--- src/rtl/fp16_pkg.sv ---
// fp16_pkg: fp16 format constants, adder FSM states, operand classes and an unpack helper
package fp16_pkg;
  localparam int EXP_W = 5;
  localparam int MAN_W = 10;
  localparam int BIAS = 15;
  localparam logic [EXP_W-1:0] EXP_MAX = EXP_W'(2 * BIAS + 1);
  localparam logic [15:0] QNAN = 16'h7E00;
  localparam logic [15:0] POS_INF = 16'h7C00;
  typedef enum logic [2:0] {S_IDLE, S_UNPACK, S_ALIGN, S_ADDSUB, S_NORM, S_PACK, S_DONE} state_t;
  typedef enum logic [1:0] {C_ZERO, C_NORM, C_INF, C_NAN} cls_t;
  typedef struct packed {
    logic sign;
    logic [EXP_W-1:0] exp;
    logic [MAN_W:0] man;
    cls_t cls;
  } op_t;
  function automatic op_t unpack_op(input logic [15:0] x, input bit flush);
    logic den;
    den = x[14:10] == '0;
    unpack_op.sign = x[15];
    unpack_op.exp = (den && !flush) ? 5'd1 : x[14:10];
    unpack_op.man = den ? (flush ? '0 : {1'b0, x[9:0]}) : {1'b1, x[9:0]};
    unpack_op.cls = den ? ((flush || x[9:0] == '0) ? C_ZERO : C_NORM)
                  : x[14:10] == EXP_MAX ? (x[9:0] == '0 ? C_INF : C_NAN) : C_NORM;
  endfunction
endpackage

--- src/rtl/fp16_lzc.sv ---
// fp16_lzc: leading-zero count of a 15-bit value (15 when zero); ports: x in, n out
module fp16_lzc (
  input  logic [14:0] x,
  output logic [3:0]  n
);
  always_comb begin
    n = 4'd15;
    for (int i = 0; i < 15; i++) n = x[i] ? 4'(14 - i) : n;
  end
endmodule

--- src/rtl/fp16_add_unit.sv ---
// fp16_add_unit: multi-cycle fp16 adder, RNE, denormals flushed; ports: clk, rst_n, add, number1, number2 in; result, ready out
module fp16_add_unit
  import fp16_pkg::*;
#(
  parameter bit FLUSH_DENORM = 1
) (
  input  logic        clk,
  input  logic        rst_n,
  input  logic        add,
  input  logic [15:0] number1,
  input  logic [15:0] number2,
  output logic [15:0] result,
  output logic        ready
);
  state_t state;
  logic [15:0] op_a, op_b;
  op_t ua, ub, big, sml;
  logic s_big, sub, swap, zero_n, rnd;
  logic [EXP_W-1:0] e_big, diff;
  logic [13:0] sig_a, sig_b, full;
  logic [14:0] sum;
  logic [12:0] sig_n;
  logic signed [6:0] exp_n, e_r;
  logic [3:0] lz, sh;
  logic [MAN_W:0] m_r;
  logic [15:0] arith, pack_val;
  fp16_lzc u_lzc (.x(sum), .n(lz));
  always_comb begin
    swap = {ub.exp, ub.man} > {ua.exp, ua.man};
    big = swap ? ub : ua;
    sml = swap ? ua : ub;
    diff = big.exp - sml.exp;
    full = {sml.man, 3'b000};
    sh = lz - 4'd1;
    rnd = sig_n[2] & (sig_n[3] | sig_n[1] | sig_n[0]);
    m_r = {1'b0, sig_n[12:3]} + {{MAN_W{1'b0}}, rnd};
    e_r = exp_n + $signed({6'd0, m_r[MAN_W]});
    arith = zero_n ? 16'h0000
          : e_r >= $signed({2'b00, EXP_MAX}) ? {s_big, POS_INF[14:0]}
          : e_r <= 7'sd0 ? {s_big, 15'h0000}
          : {s_big, e_r[4:0], m_r[MAN_W-1:0]};
    pack_val = (ua.cls == C_NAN || ub.cls == C_NAN || (ua.cls == C_INF && ub.cls == C_INF && ua.sign != ub.sign)) ? QNAN
             : ua.cls == C_INF ? {ua.sign, POS_INF[14:0]}
             : ub.cls == C_INF ? {ub.sign, POS_INF[14:0]}
             : (ua.cls == C_ZERO && ub.cls == C_ZERO) ? {ua.sign & ub.sign, 15'h0000}
             : arith;
  end
  always_ff @(posedge clk or negedge rst_n) begin
    if (!rst_n) begin
      state <= S_IDLE;
      ready <= 1'b0;
      result <= '0;
      op_a <= '0;
      op_b <= '0;
      ua <= '0;
      ub <= '0;
      s_big <= 1'b0;
      sub <= 1'b0;
      e_big <= '0;
      sig_a <= '0;
      sig_b <= '0;
      sum <= '0;
      sig_n <= '0;
      exp_n <= '0;
      zero_n <= 1'b0;
    end else begin
      case (state)
        S_IDLE: begin
          op_a <= add ? number1 : op_a;
          op_b <= add ? number2 : op_b;
          state <= add ? S_UNPACK : S_IDLE;
        end
        S_UNPACK: begin
          ua <= unpack_op(op_a, FLUSH_DENORM);
          ub <= unpack_op(op_b, FLUSH_DENORM);
          state <= S_ALIGN;
        end
        S_ALIGN: begin
          s_big <= big.sign;
          sub <= ua.sign ^ ub.sign;
          e_big <= big.exp;
          sig_a <= {big.man, 3'b000};
          // everything shifted past the S position collapses into it as sticky
          sig_b <= (full >> diff) | {13'd0, |(full & ~(14'h3FFF << diff))};
          state <= S_ADDSUB;
        end
        S_ADDSUB: begin
          sum <= sub ? {1'b0, sig_a} - {1'b0, sig_b} : {1'b0, sig_a} + {1'b0, sig_b};
          state <= S_NORM;
        end
        S_NORM: begin
          // hidden bit dropped: sig_n holds mantissa plus G/R/S
          sig_n <= sum[14] ? {sum[13:2], sum[1] | sum[0]} : 13'(sum << sh);
          exp_n <= sum[14] ? $signed({2'b00, e_big}) + 7'sd1 : $signed({2'b00, e_big}) - $signed({3'b000, sh});
          zero_n <= sum == '0;
          state <= S_PACK;
        end
        S_PACK: begin
          result <= pack_val;
          ready <= 1'b1;
          state <= S_DONE;
        end
        S_DONE: begin
          ready <= 1'b0;
          state <= S_IDLE;
        end
        default: state <= S_IDLE;
      endcase
    end
  end
endmodule
--- config.mk ---
export PLATFORM = sky130hd
export DESIGN_NAME = fp16_add_unit
export DESIGN_NICKNAME = d
export VERILOG_FILES = /design/src/rtl/fp16_pkg.sv /design/src/rtl/fp16_lzc.sv /design/src/rtl/fp16_add_unit.sv
export SDC_FILE = /design/constraint.sdc
export NUM_CORES = 1
export LEC_CHECK = 0
export CORE_MARGIN = 3
export CORE_UTILIZATION = 60
export CTS_CLUSTER_DIAMETER = 30
export DETAILED_ROUTE_END_ITERATION = 10
export PLACE_DENSITY = 0.8
export SETUP_SLACK_MARGIN = 0.5
export SYNTH_ARGS = -nofsm -noshare
export SYNTH_HDL_FRONTEND = slang
export SYNTH_SLANG_ARGS = --single-unit
--- constraint.sdc ---
create_clock -name clk -period 5.4 [get_ports clk]
set_input_delay 1.08 -clock clk [delete_from_list [all_inputs] [get_ports clk]]
set_output_delay 1.08 -clock clk [all_outputs]
set_load 0.005 [all_outputs]
* Yosys cells after proc, flatten, opt, wreduce, memory -nomap -nowiden
Cells that the tools add are included.
** Operators by class
- $add $sub $neg :: 8
- $lt $le $gt $ge :: 3
- Eq/ne operators :: 13
- Shifts and indexed selects :: 3
- Mux-type cells :: 38
- Bitwise gates (word level) :: 9
- Reduce and logical (&&, ||, !) cells :: 16
** Operator list (count)
- two-way mux 16 bit :: 5
- two-way mux 4 bit :: 14
- two-way mux 15 bit :: 3
- two-way mux 11 bit :: 2
- zero test 10 bit :: 2
- two-way mux 19 bit :: 1
- two-way mux 18 bit :: 1
- case mux 3 bit (6 select lines) :: 1
- greater-than comparator 16 bit :: 1
- adder 14 x 14 -> 15 bit :: 1
- zero test 15 bit :: 1
- left shift 15 x 4 -> 13 bit :: 1
- subtractor 14 x 14 -> 15 bit :: 1
- bitwise AND 14 bit :: 1
- inverter 14 bit :: 1
- OR 14 x 1 -> 14 bit :: 1
- OR reduction 14 bit :: 1
- left shift 14 x 5 -> 14 bit (first input constant) :: 1
- >> shifter 14 x 5 -> 14 bit :: 1
- two-way mux 13 bit :: 1
- adder 10 x 1 -> 11 bit :: 1
- equality test 5 bit (second input constant) :: 2
- zero test 5 bit :: 2
- equality test 3 bit (second input constant) :: 3
- 24 further kinds :: 41
** Word-level totals
- Flip-flop bits (word level) :: 158
- Bits of input ports :: 35
- Output and inout port bits :: 17
- Logic and storage cells :: 112

* Depth between registers and ports, before layout
Gate-level depths: netlist of the first run.
- Depth after elaboration :: 18
- Gate-level depth with buffers :: 22
- Gate-level depth less buffers :: 18

* By module
Synthesis of the first run repeated with hierarchy kept, for this count alone.
** Unflattened totals
- Cell total of the unflattened synthesis :: 1047
- Area, all modules :: 9938.3 um^2
** Modules (own cells, without submodules)
- fp16_add_unit :: instances 1, cells each 1021, area each 9788.1 um^2, seq. area each 3953.8 um^2
- fp16_lzc :: instances 1, cells each 26, area each 150.1 um^2, seq. area each 0.0 um^2

* Least setup slack after synthesis of the first run
OpenSTA, ideal clock, no wires.
- Path kind :: register -> register
- From :: reg ua[14] (netlist bit)
- To :: reg sig_b[1]
- Library setup time :: 84 ps
- Data arrival time :: 3997 ps
- Slack :: 1319 ps
- Cell stages (with the launch flop) :: 21
- Period minus slack after synthesis :: 4081 ps
- Path through :: dfrtp_1 > inv_1 > ha_1 > nand4_2 > nor3_1 > a2111oi_4 > and3_1 > buf_2 > nor2_1 > clkbuf_1 > nor2_1 > nor2_1 > ha_1 > nand4b_1 > o311ai_0 > a21oi_1 > nand3_1 > buf_2 > mux2i_1 > mux4_2 > o22ai_1
** On the way
- Cells in the longest elaborated chain, start to end :: 5
- Elaborated cells between the ends (all ways) :: 6
** RTL lines
- start: declaration :: line fp16_add_unit.sv:17 : op_t ua, ub, big, sml;
- start signal: assignment :: line fp16_add_unit.sv:74 : ua <= unpack_op(op_a, FLUSH_DENORM);
- greater-than comparator 16 bit :: line fp16_add_unit.sv:29 : swap = {ub.exp, ub.man} > {ua.exp, ua.man};
- two-way mux 19 bit or two-way mux 18 bit (tied branches) :: line fp16_add_unit.sv:30, fp16_add_unit.sv:31
- subtractor 5 bit :: line fp16_add_unit.sv:32 : diff = big.exp - sml.exp;
- >> shifter 14 x 5 -> 14 bit * :: line fp16_add_unit.sv:84 : sig_b <= (full >> diff) | {13'd0, |(full & ~(14'h3FFF << diff))};
- OR 14 x 1 -> 14 bit * :: line fp16_add_unit.sv:84
- end signal: assignment :: line fp16_add_unit.sv:84
- end: declaration :: line fp16_add_unit.sv:20 : logic [13:0] sig_a, sig_b, full;
Every way passes the cells marked *; elsewhere a longest branch is shown, timed or not.
A chain may end at the register's enable or synchronous reset.

* Worst setup path after layout of the first run
- From :: reg ua[13] (netlist bit)
- To :: reg sig_b[0]
** On the way
- Cells in the longest elaborated chain, start to end :: 8
- Elaborated cells between the ends (all ways) :: 10
** RTL lines (line)
- greater-than comparator 16 bit :: fp16_add_unit.sv:29
- two-way mux 19 bit or two-way mux 18 bit (tied branches) :: fp16_add_unit.sv:30, fp16_add_unit.sv:31
- subtractor 5 bit :: fp16_add_unit.sv:32
- left shift 14 x 5 -> 14 bit :: fp16_add_unit.sv:84
- inverter 14 bit :: fp16_add_unit.sv:84
- bitwise AND 14 bit :: fp16_add_unit.sv:84
- OR reduction 14 bit :: fp16_add_unit.sv:84
- OR 14 x 1 -> 14 bit * :: fp16_add_unit.sv:84
Marked as above.

==> impl_metrics.toml, run 1 <==
[sta]
timing.final.setup_violations = 0
fmaxAchievable_mhz = 222.3
worst_slew_pin_slew_ps = 1150
setup-tns-final_ps = 0
final_period_minus_worst_setup_slack_ps = 4498
timing.final.hold_violations = 0
fin_worst_skew_ps = 7.520
slew-limit-headroom = 0.2316
period_share = 0.8329
final-max-slew-violation-count = 0
unrepaired_setup_endpoints_after_global_routing = "false"

[die]
top_level_ports = 52
floorplan.initialDensity = 0.6176
die_w_um = 134.6
fp-row-count = 46
die-height_um = 134.6
die_area_mm2 = 0.01811
core_area_mm2 = 0.01606

[synthesis]
net_count_after_synthesis = 1134
yosys.cell_types.count = 71
synth_seq_cells = 158
synth_edf_count = 0
post_synth_inst_count = 1045
synth_area_per_cell_um2 = 9.490
synth.cell_area_mm2 = 0.009917
share_of_the_synthesized_area_in_the_top_cell_type = 0.3987
share_of_the_yosys_chip_area_belonging_to_registers = 0.3987
ys_top_cells_by_area = "sky130_fd_sc_hd__dfrtp_1 (40%), sky130_fd_sc_hd__ha_1 (6.6%), sky130_fd_sc_hd__mux2_2 (5.6%)"
asyncSetResetFlopFracSynth = 1.000
yosysWarningCount = 0
post-synth-top-area-cell = "sky130_fd_sc_hd__dfrtp_1"
synth_flop_cell = "sky130_fd_sc_hd__dfrtp_1"

[critical_path]
cp.required_ps = 5690
cp-start-kind = "flop"
worst_path_max_delay_cell = "sky130_fd_sc_hd__ha_1"
cp_slowest_stage_delay_ps = 610
timing.critical_path.arrival_ps = 4780
worst_path_class_setup = "reg -> reg"
path_depth = 16
worst_setup_path_end_kind = "flop"
critical_path.top_delay_family = "simple AND/OR/NAND/NOR gates"
critPathMaxFanout = 20
critical_path.n_buffers_inverters = 2
critical_path.cell_chain = "inv_1 > ha_1 > buf_4 > nand2_1 > nor3_1 > a2111oi_4 > and3_1 > nor2_2 > nor2_1 > nor2_1 > ha_1 > mux4_2 > mux2i_1 > mux2i_1 > o221ai_1 > a41oi_1"
reg2reg_depth = 16

[run]
max_cap_viol_count = 0

[cts]
clk_pin_slew_ps = 70
numCtsBuffers = 17
postCtsSetupRepairBufs = 0
cts-htree-levels = 4
clockRootBuffer = "sky130_fd_sc_hd__clkbuf_16"
cts.path.max_buffers = 2
post_cts_hold_buffer_count = 0
cts_tree = "done"
clk_latency_ps = 430
tritoncts_num_sinks = 158
cts_resized = 0

[place]
gp_routability_congestion = 0.9917
place_hpwl_um = 17400
io_buffers = 51

[run_status]
outcome = "complete, no violations"

[layout]
number_of_nets_in_the_layout = 1155
areaGrowthSynthToFinish_pct = 11.85
final_layout_size_suffix_gt1_frac = 0.1113
n_antenna_cell = 0

[worst_hold_path]
classification_of_the_worst_slack_hold_path = "reg -> reg"
holdPathStages = 2

[global_routing]
antenna_violations_before_repair = 0
grt_max_degree = 106
grt_pass1_vias = 7784
global_route.usage.total = 0.2737
grt_first_pass_wirelength_um = 39680
overflow = 0

[routing]
wire_per_inst_um = 18.46
detailedRoute.firstIterationViolations = 871
drc = 0
via_count = 8026
final_antenna_net_count = 0
drt_pre_antenna_iters = 5
via_per_inst = 6.202
postRouteWirelength_um = 23880
state kept, by name, summed over array words and instances (netlist names):
| signal | count |
|---|---|
| e_big | 5 |
| exp_n | 7 |
| op_a | 16 |
| op_b | 16 |
| ready | 1 |
| result | 16 |
| s_big | 1 |
| sig_a | 11 |
| sig_b | 14 |
| sig_n | 13 |
| state | 3 |
| sub | 1 |
| sum | 15 |
| ua | 19 |
| ub | 19 |
| zero_n | 1 |
routing by layer:
layer	global-route usage	share of wire	wire (um)	vias to the layer above
met2	0.4355	0.46	11100	271
met3	0.05067	0.056	1336	51
met5	0	0	0	-
met4	0.09502	0.028	673	0
li1	-	-	-	3808
met1	0.3804	0.45	10780	3896
kinds of logic (layout without fill, tap and decap cells):
logic type,count (synthesis),in the layout,share of synthesized area
adder cells (fa/ha/maj),54,54,0.06964
AO/OA/AOI/OAI,280,280,0.1804
flip-flops,158,158,0.3987
buffers and inverters,123,156,0.04883
XOR/XNOR,30,30,0.02725
multiplexers,109,109,0.1339
AND/OR/NAND/NOR,291,291,0.1413
cells in the mapped netlist, types with 5 or more instances:
cell type	count
sky130_fd_sc_hd__dfrtp_1	158
sky130_fd_sc_hd__nand2_1	98
sky130_fd_sc_hd__o21ai_0	91
sky130_fd_sc_hd__nor2_1	73
sky130_fd_sc_hd__a21oi_1	69
sky130_fd_sc_hd__inv_1	62
sky130_fd_sc_hd__ha_1	52
sky130_fd_sc_hd__mux2_2	49
sky130_fd_sc_hd__mux2i_1	46
sky130_fd_sc_hd__clkbuf_1	43
sky130_fd_sc_hd__nor3_1	28
sky130_fd_sc_hd__a22o_1	24
sky130_fd_sc_hd__xnor2_1	19
sky130_fd_sc_hd__nand3_1	18
sky130_fd_sc_hd__mux4_2	14
sky130_fd_sc_hd__nand2b_1	12
sky130_fd_sc_hd__nor4_1	11
sky130_fd_sc_hd__and3_1	10
sky130_fd_sc_hd__xor2_1	10
sky130_fd_sc_hd__a21o_1	9
sky130_fd_sc_hd__buf_1	9
sky130_fd_sc_hd__a31oi_1	8
sky130_fd_sc_hd__a221o_1	7
sky130_fd_sc_hd__o21a_1	7
sky130_fd_sc_hd__buf_2	6
sky130_fd_sc_hd__o21bai_1	6
sky130_fd_sc_hd__o22ai_1	6
sky130_fd_sc_hd__o31ai_1	6
sky130_fd_sc_hd__nor2b_1	5
sky130_fd_sc_hd__nor4b_1	5
sky130_fd_sc_hd__or4_1	5
worst paths after layout:
kind | startpoint | to | slack [ps]
max | ua[13] | sig_b[0] | 900
min | result[0] | result[0] | 480
max reg2reg | ua[13] | sig_b[0] | 900
min reg2reg | result[0] | result[0] | 480
max in group asynchronous | rst_n | ua[4] | 3580
min in group asynchronous | rst_n | sig_a[3] | 760
layout by cell type, fill, tap and decap left out, types with 17 or more instances in the layout:
cell and count:
sky130_fd_sc_hd__dfrtp_1 158, sky130_fd_sc_hd__nand2_1 98, sky130_fd_sc_hd__o21ai_0 91, sky130_fd_sc_hd__nor2_1 72, sky130_fd_sc_hd__a21oi_1 69, sky130_fd_sc_hd__inv_1 62
sky130_fd_sc_hd__ha_1 52, sky130_fd_sc_hd__clkdlybuf4s50_1 50, sky130_fd_sc_hd__mux2_2 49, sky130_fd_sc_hd__mux2i_1 46, sky130_fd_sc_hd__nor3_1 28, sky130_fd_sc_hd__a22o_1 24
sky130_fd_sc_hd__xnor2_1 19, sky130_fd_sc_hd__nand3_1 18, sky130_fd_sc_hd__clkbuf_16 17
metrics by stage:
step                hold WS, ps  utilization  cells  instance area, um^2  setup slack [ps]
global placement          459.2       0.6564   1263                10540              1069
floorplan                 441.9            -   1045                 9917              1319
finish                    477.5       0.6907   1294                11090             902.2
CTS                       482.8       0.6907   1294                11090             912.0
detailed placement        467.4       0.6564   1263                10540             918.0
global route              497.7       0.6907   1294                11090             591.6
worst reg2reg max path: stages, from the launching register on:
cell and delay [ps]:
sky130_fd_sc_hd__dfrtp_1 380, sky130_fd_sc_hd__inv_1 80, sky130_fd_sc_hd__ha_1 290, sky130_fd_sc_hd__buf_4 220, sky130_fd_sc_hd__nand2_1 180, sky130_fd_sc_hd__nor3_1 100
sky130_fd_sc_hd__a2111oi_4 370, sky130_fd_sc_hd__and3_1 480, sky130_fd_sc_hd__nor2_2 90, sky130_fd_sc_hd__nor2_1 110, sky130_fd_sc_hd__nor2_1 70, sky130_fd_sc_hd__ha_1 610
sky130_fd_sc_hd__mux4_2 560, sky130_fd_sc_hd__mux2i_1 290, sky130_fd_sc_hd__mux2i_1 150, sky130_fd_sc_hd__o221ai_1 220, sky130_fd_sc_hd__a41oi_1 140
layout make-up:
type	count	area, um^2
clock buffers	17	425.4
clock inverters	14	126.4
fillers	1230	4966
inverters	62	232.7
multi-input cells	764	5482
flip-flops and latches	158	3954
well taps	216	270.3
repair buffers	63	601.8
Power of run 1 is not shown: default switching activity piles up to over one toggle a cycle in this logic, so the estimate is an artifact.
==> run 2: changes to the inputs <==
--- a/config.mk
+++ b/config.mk
@@ -6,10 +6,10 @@
 export NUM_CORES = 1
 export LEC_CHECK = 0
 export CORE_MARGIN = 3
-export CORE_UTILIZATION = 60
+export CORE_UTILIZATION = 55
 export CTS_CLUSTER_DIAMETER = 30
 export DETAILED_ROUTE_END_ITERATION = 10
-export PLACE_DENSITY = 0.8
+export PLACE_DENSITY = 0.77
 export SETUP_SLACK_MARGIN = 0.5
 export SYNTH_ARGS = -nofsm -noshare
 export SYNTH_HDL_FRONTEND = slang
==> constraint.sdc (replaced) <==
create_clock -name clk -period 3.9 [get_ports clk]
set_input_delay 0.78 -clock clk [delete_from_list [all_inputs] [get_ports clk]]
set_output_delay 0.78 -clock clk [all_outputs]
set_load 0.005 [all_outputs]
==> run 2 against run 1 <==
Compared with the run above:
- register-to-register slack worse by 610 ps
- wire length is 5.7% higher
- sequential cell count unchanged
- first-iteration DRC count fell by 34%
- global-route usage decreased by 1.8 points
- fmax rose by 25%
- count of clock-buffer cells in the layout up 2
- cell count up 6.4%
- clock skew grew 3.0 ps
- core utilization increased by 0.80 points
- largest cell class unchanged
==> impl_metrics.toml, run 2 (synthesis gave the netlist of run 1 again) <==
[cts]
post_cts_hold_buffer_count = 0
clk_latency_ps = 430
clockRootBuffer = "sky130_fd_sc_hd__clkbuf_16"
cts-htree-levels = 4
cts_tree = "done"
tritoncts_num_sinks = 158
clk_pin_slew_ps = 70
cts.path.max_buffers = 2
numCtsBuffers = 17

[sta]
period_share = 0.9238
final_period_minus_worst_setup_slack_ps = 3603
final-max-slew-violation-count = 0
worst_slew_pin_slew_ps = 1111
timing.final.setup_violations = 0
fin_worst_skew_ps = 10.51
unrepaired_setup_endpoints_after_global_routing = "true"
timing.final.hold_violations = 0
fmaxAchievable_mhz = 277.6
slew-limit-headroom = 0.2574
setup-tns-final_ps = 0

[routing]
wire_per_inst_um = 18.34
via_count = 8443
postRouteWirelength_um = 25250
drc = 0
final_antenna_net_count = 0
drt_pre_antenna_iters = 6
detailedRoute.firstIterationViolations = 577
via_per_inst = 6.131

[place]
place_hpwl_um = 17390
io_buffers = 51
gp_routability_congestion = 0.9222

[die]
floorplan.initialDensity = 0.5674
die_area_mm2 = 0.01968
top_level_ports = 52
die_w_um = 140.3
core_area_mm2 = 0.01748
fp-row-count = 48
die-height_um = 140.3

[critical_path]
cp-start-kind = "flop"
setup.worst_path.start = "ua[15]"
cp.required_ps = 4230
worst_path_class_setup = "reg -> reg"
timing.critical_path.arrival_ps = 3930
worst_setup_path_end_kind = "flop"
critPathMaxFanout = 6
beginning_of_the_worst_register_to_register_path = "ua[15]"

[global_routing]
grt_pass1_vias = 8188
use_met1 = 0.3345
grt_use_met2 = 0.4246
grt_max_degree = 89
overflow = 0
grt_first_pass_wirelength_um = 41160
grt.busiest_layer = "met2"
antenna_violations_before_repair = 0
use_met3 = 0.04814
global_route.usage.total = 0.2555

[worst_hold_path]
classification_of_the_worst_slack_hold_path = "in -> async"

[layout]
number_of_nets_in_the_layout = 1228
n_antenna_cell = 0
final_cell_mix = "sky130_fd_sc_hd__dfrtp_1 (153), sky130_fd_sc_hd__nand2_1 (96), sky130_fd_sc_hd__o21ai_0 (87)"
layout_commonest_cell = "sky130_fd_sc_hd__dfrtp_1"
largest_registers = "ua x19, ub x19"
final_layout_size_suffix_gt1_frac = 0.2292
areaGrowthSynthToFinish_pct = 23.14

[run]
max_cap_viol_count = 0

[run_status]
outcome = "complete, no violations"
run 2: layout make-up:
class | instances | area, um^2
fillers | 1288 | 5265
flip-flops and latches | 158 | 3960
repair buffers | 134 | 1161
well taps | 225 | 281.5
multi-input cells | 766 | 6007
clock buffers | 19 | 432.9
inverters | 62 | 239.0
clock inverters | 13 | 130.1
run 2: routing by layer:
metal  vias up  share of wire
li1       3983              -
met1      4117           0.43
met2       286           0.49
met3        57          0.050
met4         0          0.029
met5         -              0
run 2: critical path: stages, from the launching register on:
cell	delay, ps
sky130_fd_sc_hd__dfrtp_1	380
sky130_fd_sc_hd__inv_2	70
sky130_fd_sc_hd__ha_4	310
sky130_fd_sc_hd__nand4_4	130
sky130_fd_sc_hd__nor4_4	340
sky130_fd_sc_hd__o21ai_1	150
sky130_fd_sc_hd__buf_4	160
sky130_fd_sc_hd__nand3_2	90
sky130_fd_sc_hd__nand2_4	70
sky130_fd_sc_hd__nor2_2	120
sky130_fd_sc_hd__nor2_2	60
sky130_fd_sc_hd__ha_4	170
sky130_fd_sc_hd__a32o_1	210
sky130_fd_sc_hd__a21o_1	160
sky130_fd_sc_hd__a21oi_2	150
sky130_fd_sc_hd__xor2_2	200
sky130_fd_sc_hd__buf_6	180
sky130_fd_sc_hd__buf_6	110
sky130_fd_sc_hd__nand3_4	120
sky130_fd_sc_hd__o32ai_4	310
run 2: path summary, 6_finish.rpt:
path | endpoint | slack (ps) | cells past startpoint
max in group asynchronous | ub[11] | 2610 | 2
min in group clk | result[0] | 480 | 2
worst min register to register | result[0] | 480 | 2
worst max register to register | sig_b[11] | 300 | 19
worst min-delay path | result[2] | 400 | 1
worst max-delay path | sig_b[11] | 300 | 19
run 2: metrics by stage:
step	setup slack, ps	utilization	hold WS, ps	std cells	area [um^2]
after global routing	158.0	0.6987	445.3	1377	12210
after floorplan	307.4	-	441.9	1045	10130
after CTS	500.4	0.6791	441.4	1358	11870
after detailed placement	37.15	0.6229	466.3	1297	10890
final	297.1	0.6987	396.5	1377	12210
after global placement	44.59	0.6229	458.6	1297	10890
run 2: repair_timing:
| action | CTS | global route |
|---|---|---|
| cloned | 2 | 0 |
| buffers inserted | 27 | 19 |
| gates resized for setup | 45 | 42 |
| setup endpoints to repair | 25 | 31 |
| pin swaps | 23 | 36 |
Power of run 2 is left out for the same reason.
